==> src/rtl/cycle_count_tx.sv <==
// Snapshot FIFO for the 64-bit cycle counter. Each snap request is queued here,
// then sent downstream as OUT_W-bit valid/ready beats, low word first.
module cycle_count_tx #(
    parameter int CNT_W  = 64,
    parameter int OUT_W  = 32,
    parameter int DEPTH  = 4,
    parameter int DROP_W = 16
) (
    input  logic                     clk,
    input  logic                     rst,
    input  logic [CNT_W-1:0]         counter_in,
    input  logic                     snap,
    output logic [OUT_W-1:0]         out_data,
    output logic                     out_valid,
    input  logic                     out_ready,
    output logic                     out_last,
    output logic [$clog2(DEPTH):0]   level,
    output logic [DROP_W-1:0]        drop_cnt,
    input  logic                     clear_drop
);

    localparam int BEATS  = CNT_W / OUT_W;
    localparam int BEAT_W = (BEATS > 1) ? $clog2(BEATS) : 1;
    localparam int PTR_W  = $clog2(DEPTH);
    localparam int LVL_W  = PTR_W + 1;

    logic [CNT_W-1:0]  r_mem [DEPTH];
    logic [PTR_W-1:0]  r_wptr;
    logic [PTR_W-1:0]  r_rptr;
    logic [LVL_W-1:0]  r_level;
    logic [BEAT_W-1:0] r_beat;
    logic [DROP_W-1:0] r_drop_cnt;

    logic              w_valid;
    logic              w_last_beat;
    logic              w_full;
    logic              w_pop;
    logic              w_push;
    logic              w_drop;
    logic [CNT_W-1:0]  w_head;
    logic [OUT_W-1:0]  w_beat_data;

    // Valid comes from the registered level only, so it never depends on out_ready.
    assign w_valid     = (r_level != '0);
    assign w_last_beat = (r_beat == BEAT_W'(BEATS - 1));
    assign w_full      = (r_level == LVL_W'(DEPTH));
    assign w_pop       = w_valid & out_ready & w_last_beat;
    // A final-beat pop frees the head slot in time for a snap in the same cycle.
    assign w_push      = snap & (~w_full | w_pop);
    assign w_drop      = snap & ~w_push;

    assign w_head      = r_mem[r_rptr];
    assign w_beat_data = w_head[int'(r_beat) * OUT_W +: OUT_W];

    assign out_valid = w_valid;
    assign out_last  = w_valid & w_last_beat;
    assign out_data  = w_valid ? w_beat_data : '0;
    assign level     = r_level;
    assign drop_cnt  = r_drop_cnt;

    // NOTE: storage has no reset; an entry is only read after it has been written,
    // and leaving it out keeps the array mappable onto plain RAM/flop banks.
    always_ff @(posedge clk) begin
        if (w_push) begin
            r_mem[r_wptr] <= counter_in;
        end
    end

    // NOTE: all state updates use non-blocking assignments so every register
    // samples pre-edge values regardless of process ordering.
    always_ff @(posedge clk or negedge rst) begin
        if (!rst) begin
            r_wptr  <= '0;
            r_rptr  <= '0;
            r_level <= '0;
            r_beat  <= '0;
        end else begin
            if (w_push) begin
                r_wptr <= r_wptr + PTR_W'(1);
            end
            if (w_pop) begin
                r_rptr <= r_rptr + PTR_W'(1);
            end
            case ({w_push, w_pop})
                2'b10:   r_level <= r_level + LVL_W'(1);
                2'b01:   r_level <= r_level - LVL_W'(1);
                default: r_level <= r_level;
            endcase
            if (w_valid && out_ready) begin
                r_beat <= w_last_beat ? '0 : r_beat + BEAT_W'(1);
            end
        end
    end

    // Clear wins over a simultaneous drop; the count sticks at all-ones.
    always_ff @(posedge clk or negedge rst) begin
        if (!rst) begin
            r_drop_cnt <= '0;
        end else if (clear_drop) begin
            r_drop_cnt <= '0;
        end else if (w_drop && (r_drop_cnt != '1)) begin
            r_drop_cnt <= r_drop_cnt + DROP_W'(1);
        end
    end

endmodule

==> config.mk <==
export PLATFORM = sky130hd
export DESIGN_NAME = cycle_count_tx
export DESIGN_NICKNAME = d
export VERILOG_FILES = /design/src/rtl/cycle_count_tx.sv
export SDC_FILE = /design/constraint.sdc
export NUM_CORES = 1
export LEC_CHECK = 0
export BUFFER_PORTS_ARGS = -buffer_cell sky130_fd_sc_hd__buf_4
export CELL_PAD_IN_SITES_DETAIL_PLACEMENT = 1
export CELL_PAD_IN_SITES_GLOBAL_PLACEMENT = 2
export CORE_MARGIN = 1
export CORE_UTILIZATION = 30
export DETAILED_ROUTE_END_ITERATION = 8
export GPL_TIMING_DRIVEN = 0
export PLACE_DENSITY_LB_ADDON = 0.1
export SLEW_MARGIN = 20
export SYNTH_ARGS = -nofsm -noshare
export SYNTH_HDL_FRONTEND = slang
export SYNTH_SLANG_ARGS = --single-unit
==> constraint.sdc <==
create_clock -name clk -period 5.35 [get_ports clk]
set_input_delay 0.535 -clock clk [delete_from_list [all_inputs] [get_ports clk]]
set_output_delay 0.535 -clock clk [all_outputs]
set_load 0.05 [all_outputs]
==> metrics.md, run 1 <==
| Metric | Value |
|---|---|
| MaxCap Viol Count | `0` |
| Worst hold path type | `input port to flop` |
| Die area | `0.0380 mm2` |
| CTS buffer count | `34` |
| Die Ht | `195 um` |
| Arr. time, crit path | `2.96 ns` |
| Worst slew pin tran | `0.989 ns` |
| Final Slew Violations | `0` |
| Critical path capture point type | `primary output` |
| Num rows | `70` |
| Leakage dissipation | `4.84 nW` |
| Largest area contributor in the netlist | `edfxtp_1` |
| Post-synth EDFFs | `256` |
| I/O Buffers | `120` |
| Largest net degree at the start of global routing | `40` |
| M2 GR Usage | `25.0%` |
| Post-synthesis cell type count | `41` |
| Layout filler cell count | `around 3,600` |
| Core area | `between 0.03 and 0.04 mm2` |
| Vias per cell | `4.79` |
| Post-DRT Antenna Nets | `0` |
| Pre-Repair DR Iteration Count | `4` |
| Final #Nets | `797` |
| Final hold vios | `0` |
| Relative slew margins | `34.1%` |
| Min Tclk post-route | `3.50 ns` |
| Number of antenna violations at the first check in global routing | `1` |
| GR peak layer | `met2` |
| Root Driver | `clkbuf_16` |
| Setup crit start kind | `flop` |
| Warnings from Yosys | `0` |
| Critical path type | `flop to primary output` |
| Met1 GRT Util | `18.4%` |
| DR vias | `5,817` |
| DRC errors left | `0` |
| Number of clock sinks | `280` |
| RSZ-0062 raised after global routing | `false` |
| Clk pin slew, worst setup/hold paths | `0.06 ns` |
| Post-synthesis instance total | `561` |
| Number of global-route vias before repair | `6,679` |
| Maximum clock frequency | `approximately 290 MHz` |
| Clock H-tree levels | `2` |
| Chip width | `195 um` |
| Layout area overhead | `23.9%` |
| Period Utilization, post-route | `65.4%` |
| Worst-path fanout max | `10` |
| Top post-synthesis cells by area | `edfxtp_1 (69%), mux4_2 (13%), dfrtp_1 (5.4%)` |
| Register area share after synthesis | `74.3%` |
| Flops & latches, synth | `280` |
| Maximum VDD drop | `0.467 mV` |
| Hold_ws | `0.236 ns` |
| Clk_lat worst skew | `0.50 ns` |
| Initial core utilization | `a little over 30%` |
| Total Routed Length | `27.0 mm` |
| Grt total ovfl | `0` |
| Global Route Usage Sum | `14.5%` |
| Worst Slack Setup Final | `1.85 ns` |
| Post-CTS Setup Inserts | `0` |
| DP Worst Slack | `2.27 ns` |
| Setup TNS | `0 ns` |
| Share of cells above drive strength 1 | `35.1%` |
| Syn Nets | `approximately 640` |
| WL per Instance | `22.2 um` |
| TritonCTS clock tree | `done` |
| Power density over the cells | `613 mW/mm2` |
| Status | `completed` |
| Global-route wire length before repair | `41.0 mm` |
| Req. time, crit path | `~4.8 ns` |
| GR Util met3 | `~3.2%` |
| Hpwl dp | `between 15 and 20 mm` |
| # setup viols final | `0` |
| Predominant post-synthesis flop cell | `edfxtp_1` |
| Top cell type's share of synthesized area | `between 60% and 70%` |
| Syn Area/Cell | `between 15 and 20 um2` |
| Initial drt markers | `approximately 250` |
| Mapped cell area | `0.0112 mm2` |
| Ys async rst share | `8.57%` |
| Clk buf depth | `3` |
| GP Congestion | `0.745` |
| Boundary Pins | `122` |
| Final setup skew | `0.0109 ns` |
placed cells by master (no fill, tap or decap), types with 5 or more instances in the layout:
| master | count |
|---|---|
| o21ai_0 | 5 |
| clkbuf_1 | 20 |
| mux2i_1 | 33 |
| o31ai_1 | 11 |
| dfrtp_1 | 24 |
| nand2_1 | 7 |
| ha_1 | 5 |
| buf_4 | 120 |
| nand3_1 | 7 |
| inv_1 | 7 |
| buf_2 | 13 |
| a21oi_1 | 16 |
| clkbuf_16 | 35 |
| or4_1 | 10 |
| and4_1 | 5 |
| clkinv_1 | 5 |
| edfxtp_1 | 256 |
| mux4_2 | 64 |
| clkinv_2 | 7 |
| nor2_1 | 37 |
flip-flops by register name, summed over array words and instances, names as in the netlist:
name      count
drop_cnt     16
level         3
r_beat        1
r_mem       256
r_rptr        2
r_wptr        2
per-layer routing:
layer	up-vias	wire (um)
met5	-	17
met4	2	493
met3	38	1210
met2	114	13500
met1	3039	11800
li1	2624	-
cell type report:
class / instances / area, um2 / area share, %
inverters: 7 / 26.3 / 0.190
well taps: 468 / 586 / 4.24
repair buffers: 125 / 1020 / 7.39
plain buffers: 30 / 151 / 1.10
diodes: 1 / 2.50 / 0.0181
multi-input cells: 244 / 2710 / 19.6
clock inverters: 14 / 92.6 / 0.670
clock buffers: 46 / 947 / 6.85
flip-flops and latches: 280 / 8290 / 60.0
critical path, stage by stage, from the launching register on:
cell and delay (ns):
dfrtp_1 0.35, clkbuf_1 0.50, clkbuf_1 0.72, mux4_2 0.41
mux2i_1 0.18, nor2_1 0.09, buf_4 0.23
kinds of logic after synthesis:
kind of cell	count (synthesis)	synth area share [%]
AO/OA/AOI/OAI	39	2.27
XOR/XNOR	6	0.471
adder cells (fa/ha/maj)	6	0.740
buffers and inverters	37	1.59
flip-flops	280	74.3
multiplexers	99	16.1
AND/OR/NAND/NOR	94	4.58
Yosys cell counts, types with 2 or more instances:
library cell,number
buf_1,2
or4_1,10
o211ai_1,2
xor2_1,2
nor2_1,37
edfxtp_1,256
and3_1,3
xnor2_1,4
nand3b_1,2
and2_1,6
buf_6,3
ha_1,5
buf_2,13
or3_1,4
o21ai_0,5
and4_1,5
mux4_2,64
nand3_1,7
nand4_1,3
nand2_1,7
o31ai_1,11
a21oi_1,16
mux2i_1,33
nor2b_1,2
clkbuf_1,12
dfrtp_1,24
nor3_1,2
mux2_2,2
inv_1,7
where the power goes:
group | total [mW] | switching, mW | internal, mW
Sequential | 2.96 | 0.109 | 2.85
Clock | 2.14 | 0.856 | 1.29
Combinational | 3.38 | 2.18 | 1.19
worst paths after layout:
path                           startpoint            to  slack [ns]  cells after the start
max reg2reg                        r_beat      level[1]        2.51                      6
max in group asynchronous             rst  drop_cnt[10]        4.57                      2
min in group asynchronous             rst      level[1]        0.50                      2
min                        counter_in[43]  r_mem[3][43]        0.24                      1
min reg2reg                  drop_cnt[10]  drop_cnt[10]        0.59                      2
max                             r_rptr[1]  out_data[18]        1.85                      6
what timing repair did:
action | in CTS | in global routing
endpoints found under the setup margin | 0 | 0
hold buffers | 1 | 0
endpoints found under the hold margin | 24 | 0
resized for setup | 0 | 0
per-stage QoR:
step / total power [mW] / cell area, um2 / cells / util [%]
finish: 8.47 / 13800 / 1215 / 37.8
global route: 8.88 / 13800 / 1214 / 37.7
CTS: 8.66 / 13800 / 1214 / 37.7
detailed placement: 6.48 / 12800 / 1153 / 34.9
global placement: 6.40 / 12600 / 1149 / 34.5
floorplan: 5.32 / 11200 / 561 / -
No activity file was read; power rests on OpenSTA's default activity.
==> inputs of run 2 (changes only) <==
clock period = 3 ns   (was 5.35 ns; I/O delays follow)
==> run 2 against run 1 <==
Design area is 5.0% higher. Sequential share of layout area down 2.9 points. Critical path depth did not move. Cell count is 4.9% higher. Combinational power is 80% higher. Core utilization is 1.9 points higher. Worst hold slack got worse by 0.12 ns. First-iteration DRC count down 13%. Largest power group unchanged.
==> metrics.md, run 2 (synthesis gave the netlist of run 1 again) <==
| Metric | Value |
|---|---|
| Initial core utilization | `30.5%` |
| Number of antenna violations at the first check in global routing | `0` |
| Maximum VDD drop | `0.675 mV` |
| CP Buf/Inv Count | `3` |
| Net Switching | `5.59 mW` |
| Antenna cells | `0` |
| Critical path's top delay family | `multiplexers` |
| Final hold vios | `0` |
| CTS buffer count | `34` |
| Core area | `0.0366 mm2` |
| Worst hold path type | `input port to flop` |
| Clock Power Share | `25.8%` |
| CP max stage cell | `mux4_2` |
| Multi-input combinational cell area | `0.00271 mm2` |
| Layout filler cell count | `between 3,000 and 4,000` |
| Critical path type | `flop to primary output` |
| Biggest register | `r_mem` |
| Worst-path fanout max | `10` |
| Die area | `roughly 0.038 mm2` |
| Commonest non-fill, non-tap cells in the layout | `edfxtp_1 (256), buf_4 (124), dlygate4sd3_1 (65)` |
| Register Area | `0.00829 mm2` |
| GP Congestion | `0.712` |
| I/O Buffers | `120` |
| Layout area overhead | `30.1%` |
| Clock H-tree levels | `2` |
| Number of global-route vias before repair | `6,835` |
| Worst slew pin tran | `0.921 ns` |
| DRC errors left | `0` |
| Final #Nets | `about 860` |
| Power Total | `15.3 mW` |
| Leakage dissipation | `5.13 nW` |
| Critical path capture point type | `primary output` |
| Final setup skew | `0.0123 ns` |
| Reg power frac | `about 34%` |
| Vias per cell | `about 4.8` |
| RSZ-0062 raised after global routing | `false` |
| Req. time, crit path | `2.70 ns` |
| Post-route cell area | `0.0145 mm2` |
| Maximum clock frequency | `359 MHz` |
| # setup viols final | `0` |
| Cell Chain, Critical Path | `buf_4 > buf_4 > mux4_2 > mux2i_1 > nor2_1 > buf_4` |
| Num rows | `70` |
| CP dominant cell by count | `buf_4` |
| MaxCap Viol Count | `0` |
| Worst Slack Setup Final | `0.216 ns` |
| Grt total ovfl | `0` |
| Min Tclk post-route | `2.78 ns` |
| Largest net degree at the start of global routing | `37` |
| Relative slew margins | `38.6%` |
| Sw frac | `36.5%` |
| Initial drt markers | `219` |
| DP Worst Slack | `0.121 ns` |
| Global Route Usage Sum | `14.5%` |
| Most common cell after layout, fill and taps aside | `edfxtp_1` |
| CP peak stage delay | `about 0.53 ns` |
| Final Slew Violations | `0` |
| DR vias | `6,094` |
| Hpwl dp | `16.3 mm` |
| TritonCTS clock tree | `done` |
| Power density over the cells | `1050 mW/mm2` |
| Global-route wire length before repair | `41.4 mm` |
| Period Utilization, post-route | `between 90% and 100%` |
| Clk buf depth | `3` |
| Post-CTS Setup Inserts | `0` |
| Pre-Repair DR Iteration Count | `4` |
| Arr. time, crit path | `2.48 ns` |
| Setup crit start kind | `flop` |
| Largest register FFs | `~260` |
| WL per Instance | `21.1 um` |
| Clk_lat worst skew | `just under 0.5 ns` |
| Chip width | `195 um` |
| Internal | `around 9.7 mW` |
| Status | `completed` |
| Gate power share | `39.8%` |
| Die Ht | `195 um` |
| Root Driver | `clkbuf_16` |
| Total Routed Length | `26.9 mm` |
| Clk pin slew, worst setup/hold paths | `0.06 ns` |
| DP Area | `roughly 0.013 mm2` |
| Number of clock sinks | `280` |
| Share of cells above drive strength 1 | `33.1%` |
| Post-DRT Antenna Nets | `0` |
| Boundary Pins | `122` |
## run 2: path summary, 6_finish.rpt
kind / startpoint / endpoint / slack (ns) / cells past startpoint
max: r_rptr[0] / out_data[1] / 0.22 / 6
min: out_ready / r_beat / 0.11 / 3
max reg2reg: level[1] / r_mem[1][51] / 0.45 / 5
min reg2reg: drop_cnt[15] / drop_cnt[15] / 0.61 / 2
max in group asynchronous: rst / drop_cnt[5] / 2.43 / 2
min in group asynchronous: rst / r_beat / 0.27 / 2
## run 2: worst min-delay path, stage by stage
cell,delay [ns]
buf_4,0.14
nand2_1,0.07
xnor2_1,0.06
## run 2: cell type report
cell class,count,area share [%]
well taps,468,4.03
flip-flops and latches,280,57.1
inverters,7,0.181
multi-input cells,244,18.7
clock inverters,13,1.19
plain buffers,30,1.22
clock buffers,44,6.12
repair buffers,189,11.4
## run 2: what timing repair did
action	CTS	global route
pin swaps	0	0
cloned	0	0
endpoints found under the setup margin	32	6
resized for setup	13	3
hold buffers	65	0
endpoints found under the hold margin	278	0
## run 2: power by group through the flow
stage / sequential, mW / clock [mW] / combinational, mW
after detailed placement: 5.35 / 0 / 6.16
after global routing: 5.34 / 4.20 / 6.51
final: 5.27 / 3.94 / 6.09
after CTS: 5.28 / 4.08 / 6.28
after floorplan: 5.37 / 0 / 4.09
after global placement: 5.34 / 0 / 6.00
## run 2: layer usage
metal | wire length (um) | up-vias | part of all wire, % | track usage (%)
li1 | - | 2746 | - | -
met1 | 11600 | 3196 | 43 | 18.4
met2 | 13800 | 120 | 51 | 25.5
met3 | 1040 | 32 | 3.9 | 2.46
met4 | 476 | 0 | 1.8 | 3.85
met5 | 0 | - | 0 | 0
## run 2: through the flow
stage	hold slack [ns]	std cells	setup TNS, ns	utilization [%]
after floorplan	0.00441	561	0	-
after global placement	0.238	1149	-49.70	34.6
after detailed placement	0.261	1153	0	34.9
after CTS	0.0960	1275	0	39.6
after global routing	0.131	1275	0	39.6
final	0.114	1275	0	39.6
==> inputs of run 3 (changes only) <==
clock period = 2.2 ns   (was 3 ns; I/O delays follow)
==> run 3 against run 2 <==
The flow now finishes with violations (setup timing). Design area increased by 3.1%. Via count increased by 2.0%. Sequential power increased by 37%.
==> metrics.md, run 3 (synthesis gave the netlist of run 1 again) <==
| Metric | Value |
|---|---|
| Status | `complete, but fails checks` |
| Failing checks | `setup timing` |
| # setup viols final | `32` |
| GP Congestion | `0.747` |
| Global-route wire length before repair | `around 43 mm` |
| Period Utilization, post-route | `109%` |
| TritonCTS clock tree | `done` |
| Maximum clock frequency | `417 MHz` |
| Final hold vios | `0` |
| Global Route Usage Sum | `15.2%` |
| Total Routed Length | `28.3 mm` |
| Critical path's top delay family | `multiplexers` |
| CP max stage cell | `mux4_2` |
| Relative slew margins | `65.6%` |
| Clk pin slew, worst setup/hold paths | `0.06 ns` |
| Hold_sp | `out_ready` |
| Hold_ws | `0.0336 ns` |
| CP dominant cell by count | `buf_12` |
| Largest net degree at the start of global routing | `40` |
| Worst Slack Setup Final | `-0.199 ns` |
| Final Slew Violations | `0` |
| Core area | `0.0366 mm2` |
| Commonest non-fill, non-tap cells in the layout | `edfxtp_1 (256), buf_4 (104), dlygate4sd3_1 (65)` |
| Number of clock sinks | `280` |
| Pre-Repair DR Iteration Count | `4` |
| Final std cells w/o fill | `1,296` |
| Hpwl dp | `approximately 17 mm` |
| Min Tclk post-route | `about 2.4 ns` |
| Critical path type | `flop to primary output` |
| Chip width | `195 um` |
| RSZ-0062 raised after global routing | `true` |
| Largest register FFs | `256` |
| DRC errors left | `0` |
| Number of global-route vias before repair | `6,930` |
| Arr. time, crit path | `2.18 ns` |
| Leakage dissipation | `between 5 and 6 nW` |
| MaxCap Viol Count | `0` |
| Req. time, crit path | `1.98 ns` |
| Num rows | `70` |
| CP Buf/Inv Count | `3` |
| M2 GR Usage | `between 20% and 30%` |
| DP Worst Slack | `-0.462 ns` |
| Placed cell count | `about 1,200` |
| Post-DRT Antenna Nets | `0` |
| Power density over the cells | `approximately 1500 mW/mm2` |
| Final setup skew | `0.0105 ns` |
| Share of cells above drive strength 1 | `35.9%` |
| I/O Buffers | `120` |
| Power Total | `21.9 mW` |
| Antenna cells | `0` |
| Maximum VDD drop | `about 0.9 mV` |
| Clock H-tree levels | `2` |
| Die area | `0.0380 mm2` |
| Reg-to-Reg Start | `level[2]` |
| Setup crit start kind | `flop` |
| Initial drt markers | `263` |
| Clk_lat worst skew | `0.50 ns` |
| Critical path capture point type | `primary output` |
| CP peak stage delay | `0.51 ns` |
| Cell Chain, Critical Path | `buf_12 > buf_12 > mux4_2 > mux2i_1 > nor2_1 > buf_6` |
| Worst slew pin tran | `roughly 0.52 ns` |
| Number of antenna violations at the first check in global routing | `2` |
| Grt total ovfl | `0` |
| DP Area | `0.0128 mm2` |
| GR Util met3 | `2.50%` |
| Setup TNS | `-5.12 ns` |
| Root Driver | `clkbuf_16` |
| Post-route cell area | `0.0150 mm2` |
| Worst-path fanout max | `10` |
| CTS buffer count | `34` |
| Layout area overhead | `34.1%` |
| Final core utilization | `40.9%` |
| Die Ht | `195 um` |
| Final #Nets | `880` |
| Vias per cell | `4.80` |
| Boundary Pins | `122` |
| Clk buf depth | `3` |
| CP Launch Point | `r_rptr[0]` |
| Initial core utilization | `30.5%` |
| DR vias | `6,215` |
| GR peak layer | `met2` |
| Biggest register | `r_mem` |
| Worst hold path type | `input port to flop` |
| Most common cell after layout, fill and taps aside | `edfxtp_1` |
| WL per Instance | `21.9 um` |
| Met1 GRT Util | `20.7%` |
-- run 3: final cells by class --
cell class                      count  area, um2
Buffer                             29        330
Clock buffer                       49        928
Clock inverter                     10       76.3
Fill cell                        3591      21600
Inverter                            7       26.3
Multi-Input combinational cell    248       2790
Sequential cell                   280       8290
Tap cell                          468        586
Timing Repair Buffer              205       1930
-- run 3: layer usage --
layer	wire length, um	vias up
li1	-	2789
met1	12900	3272
met2	13900	120
met3	1010	34
met4	466	0
met5	0	-
-- run 3: path summary, 6_finish.rpt --
path / to / slack [ns] / cells past startpoint
max: out_data[15] / -0.20 / 6
min: r_beat / 0.03 / 3
max reg2reg: level[1] / 0.04 / 8
min reg2reg: drop_cnt[10] / 0.60 / 2
max in group asynchronous: level[2] / 1.72 / 2
min in group asynchronous: level[0] / 0.19 / 2
-- run 3: what timing repair did --
action,4_1_cts,5_1_grt
pin swaps,8,3
hold buffers,65,0
resized for setup,88,10
setup buffers,14,1
hold endpoints to repair,280,0
cloned,5,0
endpoints found under the setup margin,191,35
-- run 3: power by group --
group	total, mW	internal (mW)	leakage, nW	switching, mW
sequential	7.21	6.93	2.65	0.278
combinational	9.63	3.96	2.17	5.67
clock	5.11	3.04	0.485	2.06
total	21.9	13.9	5.31	8.01
-- run 3: worst min-delay path: cells and delay by family --
kind | cells | cell delay (ns)
AND/OR/NAND/NOR | 1 | 0.07
buffers and inverters | 1 | 0.14
XOR/XNOR | 1 | 0.06
